<file path="src/rtl/load_store_unit.sv">
// Load/store memory-access stage: alignment check, req/gnt/rvalid memory
// handshake with byte enables and lane-replicated store data, load data
// right-shifted to the addressed lane, and a timeout guard.
module load_store_unit #(
    parameter int unsigned CPU_WORD   = 32,
    parameter int unsigned ADDR_WIDTH = 32,
    parameter int unsigned TIMEOUT    = 255
) (
    input  logic                  clk,
    input  logic                  rst_n,
    input  logic                  req_valid,
    output logic                  req_ready,
    input  logic                  is_store,
    input  logic [1:0]            size,
    input  logic [ADDR_WIDTH-1:0] addr,
    input  logic [CPU_WORD-1:0]   wdata,
    output logic                  resp_valid,
    output logic                  resp_err,
    output logic [CPU_WORD-1:0]   resp_data,
    output logic                  mem_req,
    output logic                  mem_we,
    output logic [ADDR_WIDTH-1:0] mem_addr,
    output logic [3:0]            mem_be,
    output logic [CPU_WORD-1:0]   mem_wdata,
    input  logic                  mem_gnt,
    input  logic                  mem_rvalid,
    input  logic [CPU_WORD-1:0]   mem_rdata
);

    localparam int unsigned CNT_W = $clog2(TIMEOUT + 1);

    typedef enum logic [1:0] {
        IDLE = 2'd0,
        REQ  = 2'd1,
        WAIT = 2'd2,
        RESP = 2'd3
    } state_t;

    state_t                state, state_nxt;
    logic [CNT_W-1:0]      cnt, cnt_nxt;
    logic                  is_store_q, is_store_nxt;
    logic [1:0]            off_q, off_nxt;

    logic                  resp_valid_nxt;
    logic                  resp_err_nxt;
    logic [CPU_WORD-1:0]   resp_data_nxt;
    logic                  mem_req_nxt;
    logic                  mem_we_nxt;
    logic [ADDR_WIDTH-1:0] mem_addr_nxt;
    logic [3:0]            mem_be_nxt;
    logic [CPU_WORD-1:0]   mem_wdata_nxt;

    logic                  err_c;
    logic [3:0]            be_c;
    logic [CPU_WORD-1:0]   wdata_rep_c;
    logic [CPU_WORD-1:0]   load_shift_c;
    logic                  last_c;

    // Accept only from IDLE
    assign req_ready = (state == IDLE);

    // Request decode: alignment/size error, byte enables, lane replication
    always_comb begin
        err_c       = (size == 2'b11)
                    | ((size == 2'b01) & addr[0])
                    | ((size == 2'b10) & (addr[1:0] != 2'b00));
        be_c        = 4'b1111;
        wdata_rep_c = wdata;
        case (size)
            2'b00: begin
                be_c        = 4'b0001 << addr[1:0];
                wdata_rep_c = {4{wdata[7:0]}};
            end
            2'b01: begin
                be_c        = 4'b0011 << addr[1:0];
                wdata_rep_c = {2{wdata[15:0]}};
            end
            default: begin
                be_c        = 4'b1111;
                wdata_rep_c = wdata;
            end
        endcase
        load_shift_c = mem_rdata >> {off_q, 3'b000};
        last_c       = (cnt == CNT_W'(TIMEOUT - 1));
    end

    // Next-state and next-output logic; completion beats timeout in the same cycle
    always_comb begin
        state_nxt      = state;
        cnt_nxt        = cnt;
        is_store_nxt   = is_store_q;
        off_nxt        = off_q;
        resp_valid_nxt = 1'b0;
        resp_err_nxt   = resp_err;
        resp_data_nxt  = resp_data;
        mem_req_nxt    = mem_req;
        mem_we_nxt     = mem_we;
        mem_addr_nxt   = mem_addr;
        mem_be_nxt     = mem_be;
        mem_wdata_nxt  = mem_wdata;

        case (state)
            IDLE: begin
                if (req_valid) begin
                    is_store_nxt  = is_store;
                    off_nxt       = addr[1:0];
                    resp_data_nxt = '0;
                    if (err_c) begin
                        state_nxt      = RESP;
                        resp_valid_nxt = 1'b1;
                        resp_err_nxt   = 1'b1;
                    end else begin
                        state_nxt     = REQ;
                        cnt_nxt       = '0;
                        resp_err_nxt  = 1'b0;
                        mem_req_nxt   = 1'b1;
                        mem_we_nxt    = is_store;
                        mem_addr_nxt  = {addr[ADDR_WIDTH-1:2], 2'b00};
                        mem_be_nxt    = be_c;
                        mem_wdata_nxt = wdata_rep_c;
                    end
                end
            end

            REQ: begin
                cnt_nxt = cnt + CNT_W'(1);
                if (mem_gnt && (is_store_q || mem_rvalid)) begin
                    state_nxt      = RESP;
                    mem_req_nxt    = 1'b0;
                    resp_valid_nxt = 1'b1;
                    resp_err_nxt   = 1'b0;
                    resp_data_nxt  = is_store_q ? '0 : load_shift_c;
                end else if (last_c) begin
                    state_nxt      = RESP;
                    mem_req_nxt    = 1'b0;
                    resp_valid_nxt = 1'b1;
                    resp_err_nxt   = 1'b1;
                    resp_data_nxt  = '0;
                end else if (mem_gnt) begin
                    state_nxt   = WAIT;
                    mem_req_nxt = 1'b0;
                end
            end

            WAIT: begin
                cnt_nxt = cnt + CNT_W'(1);
                if (mem_rvalid) begin
                    state_nxt      = RESP;
                    resp_valid_nxt = 1'b1;
                    resp_err_nxt   = 1'b0;
                    resp_data_nxt  = load_shift_c;
                end else if (last_c) begin
                    state_nxt      = RESP;
                    resp_valid_nxt = 1'b1;
                    resp_err_nxt   = 1'b1;
                    resp_data_nxt  = '0;
                end
            end

            RESP: begin
                state_nxt = IDLE;
            end

            default: begin
                state_nxt = IDLE;
            end
        endcase
    end

    // State, request context and registered outputs
    always_ff @(posedge clk or negedge rst_n) begin
        if (!rst_n) begin
            state      <= IDLE;
            cnt        <= '0;
            is_store_q <= 1'b0;
            off_q      <= 2'b00;
            resp_valid <= 1'b0;
            resp_err   <= 1'b0;
            resp_data  <= '0;
            mem_req    <= 1'b0;
            mem_we     <= 1'b0;
            mem_addr   <= '0;
            mem_be     <= 4'b0000;
            mem_wdata  <= '0;
        end else begin
            state      <= state_nxt;
            cnt        <= cnt_nxt;
            is_store_q <= is_store_nxt;
            off_q      <= off_nxt;
            resp_valid <= resp_valid_nxt;
            resp_err   <= resp_err_nxt;
            resp_data  <= resp_data_nxt;
            mem_req    <= mem_req_nxt;
            mem_we     <= mem_we_nxt;
            mem_addr   <= mem_addr_nxt;
            mem_be     <= mem_be_nxt;
            mem_wdata  <= mem_wdata_nxt;
        end
    end

endmodule
</file>
<file path="config.mk">
export PLATFORM = sky130hd
export DESIGN_NAME = load_store_unit
export DESIGN_NICKNAME = d
export VERILOG_FILES = /design/src/rtl/load_store_unit.sv
export SDC_FILE = /design/constraint.sdc
export NUM_CORES = 1
export LEC_CHECK = 0
export ABC_AREA = 1
export CAP_MARGIN = 20
export CORE_UTILIZATION = 45
export CTS_CLUSTER_SIZE = 25
export DETAILED_ROUTE_END_ITERATION = 8
export HOLD_SLACK_MARGIN = 0.06
export PLACE_DENSITY_LB_ADDON = 0.15
export SETUP_SLACK_MARGIN = 0.3
export SLEW_MARGIN = 15
export SYNTH_ARGS = -nofsm -noshare
export SYNTH_HDL_FRONTEND = slang
export SYNTH_SLANG_ARGS = --single-unit
export TNS_END_PERCENT = 100
</file>
<file path="constraint.sdc">
create_clock -name clk -period 2.3 [get_ports clk]
set_input_delay 0.46 -clock clk [delete_from_list [all_inputs] [get_ports clk]]
set_output_delay 0.46 -clock clk [all_outputs]
set_load 0.03 [all_outputs]
</file>
==> metrics.md, run 1 <==
| Metric | Value |
|---|---|
| Status | complete, no violations |
| Mean post-synth cell area | 7.77 um^2 |
| Final worst path period share | between 80% and 90% |
| Via count | 5686 |
| Fin. Hold Viols | 0 |
| Critical Path Fanout Max | 2 |
| Drt initial violations | 410 |
| Filler cell count | 984 |
| Most common flop cell mapped by yosys | dfrtp_1 |
| Power per cell area | 1430 nW/um^2 |
| Top cells by area, synth | dfrtp_1 50%, nand2_1 22%, nand3_1 3.6%, a21oi_1 3.2%, o21ai_0 3.0% |
| Port Buffers | around 210 |
| Peak VDD IR | 0.845 mV |
| Site Rows | 40 |
| Nets@finish | approximately 1000 |
| Buffer and inverter count on the worst path | 1 |
| Synth top area share | 50.3% |
| Initial Utilization | ~47% |
| Relative slew slack | between 50% and 60% |
| DRC errors left | 0 |
| Number of diodes | 0 |
| Vias in the first global route | 5448 |
| Clk root buf | clkbuf_16 |
| Register-to-register setup slack | between 0.5 and 0.6 ns |
| Area growth syn-to-layout | 48.9% |
| Final RePlAce weighted congestion | ~0.89 |
| F_max | 513 MHz |
| CTS tree | done |
| Top Layer Used | met4 |
| Mapped Cells | 736 |
| Core Region | around 12000 um^2 |
| Most common cell in the netlist | nand2_1 |
| First-pass GRT wire length | 26700 um |
| Die Wd | roughly 110 um |
| Seq/Total Area, Yosys | 50.3% |
| Slew @ Worst Pin | 0.717 ns |
| Pleak | 0.00419 uW |
| Flops & latches, synth | roughly 120 |
| Slowest stage delay, CP | 0.73 ns |
| DR pass1 iterations | 5 |
| Wl on met1 | 6950 um |
| Crit end category | primary output |
| Gr usage total | 26.2% |
| Worst path top cell family by delay | buffers and inverters |
| Hold crit path type | in -> async |
| Post-synth EDFFs | 0 |
| Yosys top cell by area | dfrtp_1 |
| CTS clk-pin slew, worst paths | roughly 0.050 ns |
| Total CTS buffers | 17 |
| Synth warnings | 0 |
| Max Cap Viol | 0 |
| Post-synthesis cell type count | 31 |
| Hold_ws | approximately 0.071 ns |
| Crit path cell chain | clkdlybuf4s50_1 |
| Post-synth top cells | 333 x nand2_1, 115 x dfrtp_1, 41 x inv_1, 41 x nand3_1, 37 x a21oi_1 |
| Die area | 13200 um^2 |
| Max Slew Vio Count | 0 |
| Final Core Density | 69.7% |
| Async SR Flop Fraction | 100% |
| Largest net degree at the start of global routing | between 50 and 60 |
| Deepest clock path buffer count | 2 |
| Critical path class | reg -> out |
| Number of clock sinks | 115 |
| Minimum clock period | 1.95 ns |
| ANT nets after route | 0 |
| IO Count | approximately 210 |
| Post-Syn Area | 5720 um^2 |
| Met2 WL | just over 8000 um |
| Crit-path slowest cell | clkdlybuf4s50_1 |
| Setup TNS Final | 0 ns |
| Die Span Y | 115 um |
| Layout cell share with drive strength beyond 1 | 7.68% |
| Data required, critical path | around 1.8 ns |
| Clock latency on the worst-skew pair | 0.41 ns |
| RSZ-0062 raised after global routing | false |
| WL final | 16700 um |
| Critical Path AT | roughly 1.5 ns |
| Critical Path Start Type | flip-flop |
| DR vias/cell | between 5 and 6 |
| Setup Skew | 0.0111 ns |
| WL per Instance | ~15 um |
| HPWL after DPL | between 10000 and 15000 um |
| Total gr overflow | 0 |
| Met3 routed WL | 1210 um |
| H-tree levels | 4 |
| Initial antenna violation count | 0 |
| Setup violators final | 0 |
path summary, 6_finish.rpt:
kind / start / cells after the start / to
max reg2reg: state[1] / 8 / mem_wdata[1]
max: mem_wdata[7] / 1 / mem_wdata[7]
min in group clk: mem_wdata[17] / 2 / mem_wdata[17]
min reg2reg: mem_wdata[17] / 2 / mem_wdata[17]
max in group asynchronous: rst_n / 2 / mem_wdata[4]
min: rst_n / 1 / resp_data[20]
power breakdown:
part	total (uW)	switching (uW)	internal, uW
Sequential	3370	519	2850
Clock	2580	931	1650
Combinational	6240	3880	2360
Total	12200	5330	6860
through the flow:
stage	cell area [um^2]	setup slack, ns	instances	total power (uW)
2_1_floorplan	5730	0.404	737	7050
3_3_place_gp	7920	0.189	1086	9420
3_5_place_dp	7920	0.133	1086	9560
4_1_cts	8500	0.334	1118	12200
5_1_grt	8520	0.306	1118	12900
6_report	8520	0.352	1118	12200
logic make-up after synthesis:
| logic type | share of synthesized area (%) |
|---|---|
| flip-flops | 50.3 |
| AO/OA/AOI/OAI | 10.2 |
| AND/OR/NAND/NOR | 30.0 |
| adder cells (fa/ha/maj) | 1.75 |
| XOR/XNOR | 0.459 |
| other | 0.0655 |
| buffers and inverters | 7.15 |
registers in the layout, indices dropped and copies added (netlist names):
name	cells
cnt	8
is_store_q	1
mem_addr	30
mem_be	4
mem_req	1
mem_wdata	32
mem_we	1
off_q	2
resp_data	32
resp_err	1
resp_valid	1
state	2
metal layers:
metal  vias to the layer above  global-route usage (%)
li1                       2754                       -
met1                      2660                    32.5
met5                         -                       0
met4                         0                    8.83
met2                       249                    44.9
met3                        23                    6.38
placed cells by master, fill, tap and decap left out, types with 8 or more instances in the layout:
| cell type | n |
|---|---|
| nand4_1 | 11 |
| a21oi_1 | 37 |
| o21ai_2 | 12 |
| clkbuf_16 | 17 |
| nand3b_1 | 8 |
| inv_1 | 41 |
| dfrtp_1 | 113 |
| nand3_1 | 41 |
| o21ai_1 | 13 |
| o21ai_0 | 34 |
| clkdlybuf4s50_1 | 204 |
| buf_4 | 10 |
| nor2_1 | 19 |
| nand2_1 | 332 |
timing repair:
item,4_1_cts,5_1_grt
hold buffers,0,0
gates resized for setup,5,5
setup buffers,0,0
setup endpoints to repair,1,21
layout make-up:
class                      count  area, um^2  share of cell area, %
tap                          168         210                   2.47
inverter                      45         169                   1.98
sequential                   115        2880                   33.8
clock buffer                  20         457                   5.36
clock inverter                12         130                   1.53
timing repair buffer         220        2220                   26.1
multi-input combinational    538        2450                   28.7
(Power assumes the default switching activity.)
==> inputs of run 2 (changes only) <==
==> constraint.sdc (replaced) <==
create_clock -name clk -period 1.84 [get_ports clk]
set_input_delay 0.368 -clock clk [delete_from_list [all_inputs] [get_ports clk]]
set_output_delay 0.368 -clock clk [all_outputs]
set_load 0.03 [all_outputs]
==> run 2 against run 1 <==
Effect of this change: worst hold slack improved by 0.38 ns; critical path depth increased by 2; global-route usage increased by 1.1 points; cell count increased by 4.4%; design area increased by 6.9%; combinational power increased by 42%; core utilization increased by 4.8 points; sequential cell count unchanged; wire length increased by 10%; largest power group unchanged; highest routed layer unchanged.
==> metrics.md, run 2 (synthesis gave the netlist of run 1 again) <==
| Metric | Value |
|---|---|
| Setup Skew | 0.00498 ns |
| Fin. Hold Viols | 0 |
| Deepest clock path buffer count | 2 |
| Total CTS buffers | 17 |
| Data required, critical path | 1.47 ns |
| Place WS | -0.165 ns |
| Peak VDD IR | between 1 and 1.5 mV |
| Hold crit path type | in -> reg |
| HPWL after DPL | 12000 um |
| DR pass1 iterations | 6 |
| Hold path startpoint | size[1] |
| Pleak | ~0.0047 uW |
| Nets@finish | 1098 |
| Number of diodes | 0 |
| Reg-to-reg endpoint | resp_data[23] |
| Critical Path Fanout Max | 4 |
| Worst reg2reg path startpoint | state[1] |
| Initial Utilization | a little under half |
| Site Rows | 40 |
| Largest net degree at the start of global routing | 55 |
| Cells on worst reg2reg path | 10 |
| Max Cap Viol | 0 |
| Gr usage total | 27.2% |
| Status | complete, no violations |
| WL final | 18400 um |
| Crit end category | primary output |
| Critical path class | reg -> out |
| WL per Instance | 15.8 um |
| Drt initial violations | roughly 470 |
| Relative slew slack | 64.0% |
| Number of clock sinks | 115 |
| Area growth syn-to-layout | 59.1% |
| Layout cell share with drive strength beyond 1 | 21.2% |
| Max Slew Vio Count | 0 |
| Minimum clock period | 1.62 ns |
| Crit path cell chain | inv_2, ha_4, buf_4 |
| Final RePlAce weighted congestion | 0.890 |
| Die Span Y | 115 um |
| Total gr overflow | 0 |
| Slowest stage delay, CP | 0.40 ns |
| F_max | approximately 620 MHz |
| Die Wd | 115 um |
| DRC errors left | 0 |
| Via count | 5946 |
| Largest regs | mem_wdata x32, resp_data x32, mem_addr x30 |
| Vias in the first global route | 5776 |
| H-tree levels | 4 |
| Die area | 13200 um^2 |
| CTS clk-pin slew, worst paths | around 0.050 ns |
| Initial antenna violation count | 0 |
| ANT nets after route | 0 |
| Setup violators final | 0 |
| Final worst path period share | 87.8% |
| Most common cell after layout, fill and taps aside | nand2_1 |
| Port Buffers | 206 |
| Design area | 9100 um^2 |
| CTS tree | done |
| Register-to-register setup slack | 0.23 ns |
| Clk root buf | clkbuf_16 |
| Most frequent cells in the layout | 314 x nand2_1, 115 x dfrtp_1, 101 x clkdlybuf4s50_1 |
| IO Count | 209 |
| Slew @ Worst Pin | about 0.54 ns |
| Post-placement cell area | about 8100 um^2 |
| RSZ-0062 raised after global routing | true |
| First-pass GRT wire length | 27500 um |
| Core Region | 12200 um^2 |
| Critical Path AT | 1.25 ns |
| Clock latency on the worst-skew pair | roughly 0.4 ns |
| Crit-path slowest cell | dfrtp_1 |
| Critical Path Start Type | flip-flop |
| Hold endpoint | mem_be[0] |
| Hold path cells | 3 |
| Power per cell area | 1780 nW/um^2 |
| DR vias/cell | 5.10 |
| Final Worst Setup Slack | 0.224 ns |
run 2: changes by cell type in the layout (fill, tap and decap cells not counted), sizes merged, moves of 2 or more:
cell	previous run	this run
clkbuf	20	81
clkinv	7	4
buf	16	55
clkdlybuf4s15	0	53
dlygate4sd2	0	3
clkinvlp	2	0
clkdlybuf4s50	204	101
run 2: worst max-delay path by stage:
stage                         from            end  cells past startpoint  slack [ns]
after detailed placement   size[1]  mem_wdata[31]                      7       -0.16
after floorplan           state[1]  mem_wdata[10]                      9        0.29
after global routing      state[1]  resp_data[29]                     10        0.16
final                     state[1]      req_ready                      3        0.22
after global placement     size[1]  mem_wdata[31]                      7       -0.15
after CTS                 state[0]      req_ready                      3        0.17
run 2: stage by stage:
step                util, %  total power, uW  setup TNS, ns  std cells  hold slack (ns)
global route           74.5            17100              0       1167            0.447
finish                 74.5            16200              0       1167            0.453
CTS                    72.9            15800              0       1150            0.465
floorplan                 -             8960              0        737           0.0724
detailed placement     66.4            12200          -6.33       1103            0.383
global placement       66.4            12000          -3.48       1103            0.373
run 2: final cells by class:
| cell class | count | area (um^2) |
|---|---|---|
| Tap cell | 168 | 210 |
| Fill cell | 921 | 3110 |
| Clock buffer | 28 | 517 |
| Timing Repair inverter | 1 | 8.76 |
| Sequential cell | 115 | 2880 |
| Multi-Input combinational cell | 539 | 2600 |
| Timing Repair Buffer | 267 | 2670 |
| Clock inverter | 4 | 45.0 |
| Inverter | 45 | 178 |
run 2: where the power goes:
group          leakage (uW)  internal, uW  switching [uW]
logic               0.00289          3420            5410
clock network      0.000278          2030            1070
registers           0.00149          3560             670
total               0.00466          9010            7150
run 2: critical path, delay by kind of cell, from the launching register on:
kind       cells  cell delay (ns)
flops          1             0.40
buf+inv        2             0.27
fa+ha+maj      1             0.16
run 2: what timing repair did:
item                                    4_1_cts  5_1_grt
cloned                                        4       12
hold buffers                                  1        0
endpoints found under the setup margin      146      180
setup buffers                                10        5
pin swaps                                     4       11
gates resized for setup                     214      119
endpoints found under the hold margin        34        0
run 2: routing by layer:
| layer | track usage, % | routed length, um | up-vias | part of all wire (%) |
|---|---|---|---|---|
| met1 | 33.3 | 7460 | 2778 | 41 |
| met5 | 0 | 0 | - | 0 |
| met4 | 11.6 | 501 | 0 | 2.7 |
| met2 | 44.4 | 8800 | 281 | 48 |
| met3 | 9.07 | 1630 | 44 | 8.9 |
| li1 | - | - | 2843 | - |
